## src/rtl/mc_seq_datapath_regs.sv

```systemverilog
// mc_seq_datapath_regs: clocked back-end of the multicycle MIPS core.
// Holds the controller state register, PC, IR, MDR, A, B and ALUOut.
// It also implements PC update, the memory address mux and the memory-ready stall.
// Optional build macro MC_PERF_COUNTERS_EN adds the cycle_cnt and instr_cnt
// performance counters.
module mc_seq_datapath_regs #(
    parameter int                 WIDTH    = 32,
    parameter logic [WIDTH-1:0]   RESET_PC = 32'h0000_0000
) (
    input  logic             clk,
    input  logic             rst,
    input  logic [3:0]       ns,
    input  logic             pc_write,
    input  logic             pc_write_cond,
    input  logic [1:0]       pc_source,
    input  logic             iord,
    input  logic             mem_read,
    input  logic             mem_write,
    input  logic             ir_write,
    input  logic             reg_write,
    input  logic [WIDTH-1:0] mem_rdata,
    input  logic             mem_ready,
    input  logic [WIDTH-1:0] alu_result,
    input  logic             alu_zero,
    input  logic [WIDTH-1:0] rf_rdata1,
    input  logic [WIDTH-1:0] rf_rdata2,
    output logic [3:0]       state,
    output logic [5:0]       op,
    output logic [WIDTH-1:0] pc,
    output logic [WIDTH-1:0] ir,
    output logic [WIDTH-1:0] mdr,
    output logic [WIDTH-1:0] a_reg,
    output logic [WIDTH-1:0] b_reg,
    output logic [WIDTH-1:0] alu_out,
    output logic [WIDTH-1:0] mem_addr,
    output logic [WIDTH-1:0] mem_wdata,
    output logic             mem_rd,
    output logic             mem_wr,
    output logic             rf_we,
    output logic             illegal_state
`ifdef MC_PERF_COUNTERS_EN
    ,
    output logic [31:0]      cycle_cnt,
    output logic [31:0]      instr_cnt
`endif
);

    logic [3:0]       r_state;
    logic [WIDTH-1:0] r_pc;
    logic [WIDTH-1:0] r_ir;
    logic [WIDTH-1:0] r_mdr;
    logic [WIDTH-1:0] r_a;
    logic [WIDTH-1:0] r_b;
    logic [WIDTH-1:0] r_alu_out;
    logic             r_illegal;

    logic             w_stall;
    logic             w_pc_en;
    logic             w_ns_bad;
    logic             w_retire;

    assign w_stall  = (mem_read | mem_write) & ~mem_ready;
    assign w_pc_en  = ~w_stall & (pc_write | (pc_write_cond & alu_zero));
    assign w_ns_bad = (ns > 4'd9);
    assign w_retire = ~w_stall & (r_state != 4'd0) & (ns == 4'd0);

    // State, PC and inter-cycle datapath registers; everything freezes on a stall
    always_ff @(posedge clk) begin
        if (rst) begin
            r_state   <= 4'd0;
            r_pc      <= RESET_PC;
            r_ir      <= '0;
            r_mdr     <= '0;
            r_a       <= '0;
            r_b       <= '0;
            r_alu_out <= '0;
            r_illegal <= 1'b0;
        end else if (!w_stall) begin
            if (w_ns_bad) begin
                r_state   <= 4'd0;
                r_illegal <= 1'b1;
            end else begin
                r_state <= ns;
            end
            // pc_source 2'b11 is reserved: PC holds even if enabled
            if (w_pc_en) begin
                case (pc_source)
                    2'b00:   r_pc <= alu_result;
                    2'b01:   r_pc <= r_alu_out;
                    2'b10:   r_pc <= {r_pc[WIDTH-1:28], r_ir[25:0], 2'b00};
                    default: r_pc <= r_pc;
                endcase
            end
            if (ir_write) begin
                r_ir <= mem_rdata;
            end
            r_mdr     <= mem_rdata;
            r_a       <= rf_rdata1;
            r_b       <= rf_rdata2;
            r_alu_out <= alu_result;
        end
    end

`ifdef MC_PERF_COUNTERS_EN
    logic [31:0] r_cycle_cnt;
    logic [31:0] r_instr_cnt;

    // Free-running cycle and retired-instruction counters, wrapping silently
    always_ff @(posedge clk) begin
        if (rst) begin
            r_cycle_cnt <= 32'd0;
            r_instr_cnt <= 32'd0;
        end else begin
            r_cycle_cnt <= r_cycle_cnt + 32'd1;
            if (w_retire) begin
                r_instr_cnt <= r_instr_cnt + 32'd1;
            end
        end
    end

    assign cycle_cnt = r_cycle_cnt;
    assign instr_cnt = r_instr_cnt;
`else
    logic w_unused_retire;
    assign w_unused_retire = w_retire;
`endif

    assign state         = r_state;
    assign op            = r_ir[31:26];
    assign pc            = r_pc;
    assign ir            = r_ir;
    assign mdr           = r_mdr;
    assign a_reg         = r_a;
    assign b_reg         = r_b;
    assign alu_out       = r_alu_out;
    assign mem_addr      = iord ? r_alu_out : r_pc;
    assign mem_wdata     = r_b;
    assign mem_rd        = mem_read & ~rst;
    assign mem_wr        = mem_write & ~rst;
    assign rf_we         = reg_write & ~w_stall;
    assign illegal_state = r_illegal;

endmodule
```

## config.mk

```make
export PLATFORM = sky130hd
export DESIGN_NAME = mc_seq_datapath_regs
export DESIGN_NICKNAME = d
export VERILOG_FILES = /design/src/rtl/mc_seq_datapath_regs.sv
export SDC_FILE = /design/constraint.sdc
export NUM_CORES = 1
export LEC_CHECK = 0
export ABC_AREA = 1
export CAP_MARGIN = 25
export CORE_AREA = 2 2 160 162
export CTS_CLUSTER_DIAMETER = 40
export DETAILED_ROUTE_END_ITERATION = 8
export DIE_AREA = 0 0 162 164
export PLACE_DENSITY = 0.68
export SLEW_MARGIN = 20
export SYNTH_ARGS = -nofsm -noshare
export SYNTH_HDL_FRONTEND = slang
export SYNTH_SLANG_ARGS = --single-unit
```

## constraint.sdc

```tcl
create_clock -name clk -period 3.78 [get_ports clk]
set_clock_uncertainty 0.2 [all_clocks]
set_input_delay 0.756 -clock clk [delete_from_list [all_inputs] [get_ports clk]]
set_output_delay 0.756 -clock clk [all_outputs]
set_load 0.02 [all_outputs]
```

==> results.json <==
{
  "synth-seq-cells": 197,
  "port_buffers": 414,
  "grt_use_total_pct": 22.0,
  "p_clk_share_pct": 34.0,
  "min_from": "illegal_state",
  "period_share_pct": 87.0,
  "slew_violations": 0,
  "cts_inserted_buffers": 17,
  "fin_nets": 1660,
  "grt_pass1_wl_um": 45900,
  "syn_area_sq_mm": 0.00819,
  "clock_latency_ns": 0.42,
  "num_rows": 58,
  "path_class": "input pin to primary output",
  "min_path_cells": 2,
  "p_comb_share_pct": 24.1,
  "multi_input_area_sq_mm": 0.00342,
  "r2r_cells": 4,
  "ant_nets": 0,
  "min_path_type": "register to register",
  "dp_hpwl_um": 22100,
  "tightest_slew_ns": 0.879,
  "critPathArrivalTime_ns": 2.33,
  "hold_end": "illegal_state",
  "rrSetupSlack_ns": 2.75,
  "htreeDepth": 4,
  "layout.area.seq_sq_mm": 0.00394,
  "start_kind": "input pin",
  "synth.distinct_cells": 16,
  "clock-root-buffer": "clkbuf_16",
  "die_w_um": 162,
  "drt_wl_total_um": 30300,
  "core_area_sq_mm": 0.0248,
  "synthCells": 1180,
  "place.gp.congestion": 0.880,
  "setup_violations": 0,
  "num_io_pins": 415,
  "cap_violations": 0,
  "path_clk_slew_ns": 0.08,
  "avgViaCountPerCell": 4.64,
  "grt_max_degree": 113,
  "status": "finished clean",
  "power.density_mw_per_mm2": 438,
  "diodes": 0,
  "final_util_pct": 51.8,
  "ctsHoldBuffers": 0,
  "crit_chain": "clkdlybuf4s50_1 > o21ai_4 > inv_4 > nor2_1 > clkdlybuf4s50_1",
  "route.detailed.drc": 0,
  "rsz0062_at_grt": "false",
  "cp_common_cell": "clkdlybuf4s50_1",
  "wire_per_inst_um": 16.4,
  "fmax_mhz": 304,
  "syn_nets": 1329,
  "overflow": 0,
  "start_util_pct": 33.0,
  "r2r-start": "ir[16]",
  "fin_ws_ns": 0.490,
  "die_area_sq_mm": 0.0266,
  "hold_violations": 0,
  "max_stage_delay_ns": 0.60,
  "endpoint_kind": "primary output",
  "power.internal_uw": 3880,
  "p_total_uw": 5630,
  "switchingPower_uw": 1750,
  "post-place-ws_ns": 0.399,
  "p_sw_share_pct": 31.1,
  "antenna_found_initial": 0,
  "relSlewSlack_pct": 41.0,
  "fill_cells": 2418,
  "cp.required_ns": 2.82,
  "cts_setup_buffers": 0,
  "peakVddDrop_mv": 0.274,
  "die_h_um": 164,
  "cts.sinks": 197,
  "fin_tns_setup_ns": 0,
  "synth-seq-area-share_pct": 48.2,
  "drt_iter0_markers": 653,
  "power_leakage_uw": 0.00527,
  "clock_path_buffers": 2,
  "dr_total_vias": 8604,
  "yosysWarningCount": 0,
  "syn_avg_cell_area_sq_um": 6.94,
  "cts_resized": 0,
  "grt_pass1_vias": 7850,
  "area_growth_pct": 57.1,
  "drive_gt1_share_pct": 3.35,
  "power_frac_seq_pct": 41.9,
  "cp_slowest_cell": "clkdlybuf4s50_1",
  "firstDrtPassIters": 5,
  "min_period_ns": 3.29,
  "worstReg2RegEnd": "pc[18]",
  "critPathMaxFanout": 20,
  "cts_tree": "yes"
}
synthesized netlist by cell type:
| library cell | count | area share (%) |
|---|---|---|
| a21oi_1 | 37 | 2.3 |
| buf_2 | 43 | 2.6 |
| buf_4 | 38 | 3.5 |
| buf_6 | 2 | 0.27 |
| clkbuf_1 | 31 | 1.4 |
| clkinv_1 | 2 | 0.092 |
| dfxtp_1 | 197 | 48 |
| ha_1 | 4 | 0.61 |
| inv_1 | 49 | 2.2 |
| inv_2 | 1 | 0.046 |
| nand2_1 | 243 | 11 |
| nand3_1 | 27 | 1.7 |
| nand3_2 | 1 | 0.12 |
| nor2_1 | 330 | 15 |
| o21ai_0 | 174 | 11 |
| o21ai_2 | 1 | 0.11 |
worst max-delay path by stage:
stage          endpoint    startpoint  cells after the start  slack [ns]
6_report          rf_we     mem_write                      5        0.49
5_1_grt           rf_we     mem_write                      5        0.45
4_1_cts           rf_we     mem_write                      5        0.50
3_5_place_dp      pc[3]  pc_source[0]                      9        0.40
3_3_place_gp     pc[26]  pc_source[0]                      9        0.44
2_1_floorplan     rf_we     mem_write                      5        1.18
critical path: cells and delay by family:
kind,cells,cell delay [ns]
compound gates,1,0.24
simple gates,1,0.11
buf+inv,3,1.22
placed cells by master, fill, tap and decap left out, drive strengths merged:
cell and n:
a21oi 37, nand2 243, buf 13, clkdlybuf4s50 413
nor2 330, nand3 28, inv 58, clkinv 7
ha 4, dfxtp 197, bufinv 2, clkbuf 17
o21ai 175
metrics by stage:
step                cell area (sq um)  cells  hold WS (ns)
floorplan                        8190   1180         0.347
global placement                12200   1822         0.253
detailed placement              12200   1822         0.266
CTS                             12900   1854         0.286
global route                    12900   1854         0.323
finish                          12900   1854         0.279
layout make-up:
cell class / instances / area share (%)
well taps: 330 / 3.21
clock buffers: 17 / 3.31
clock inverters: 15 / 1.48
flip-flops and latches: 197 / 30.7
multi-input cells: 817 / 26.6
inverters: 52 / 1.56
repair buffers: 426 / 33.2
power groups by stage:
stage / registers [uW] / logic, uW / clock network (uW)
6_report: 2360 / 1360 / 1920
5_1_grt: 2380 / 1460 / 2040
4_1_cts: 2360 / 1370 / 1960
3_5_place_dp: 2400 / 1360 / 0
3_3_place_gp: 2400 / 1360 / 0
2_1_floorplan: 2560 / 501 / 0
kinds of logic (layout without fill, tap and decap cells):
kind of cell	after synthesis	in the layout	synth area share, %
fa+ha+maj	4	4	0.611
simple gates	601	601	28.0
flops	197	197	48.2
buf+inv	166	510	10.2
compound gates	212	212	13.0
per-layer routing:
metal / global-route usage [%] / share of wire (%) / up-vias
met5: 0 / 0 / -
met4: 5.99 / 1.8 / 0
met3: 4.82 / 7.0 / 33
met2: 36.0 / 47 / 329
met1: 29.4 / 44 / 3925
li1: - / - / 4317
(Power assumes the default switching activity.)
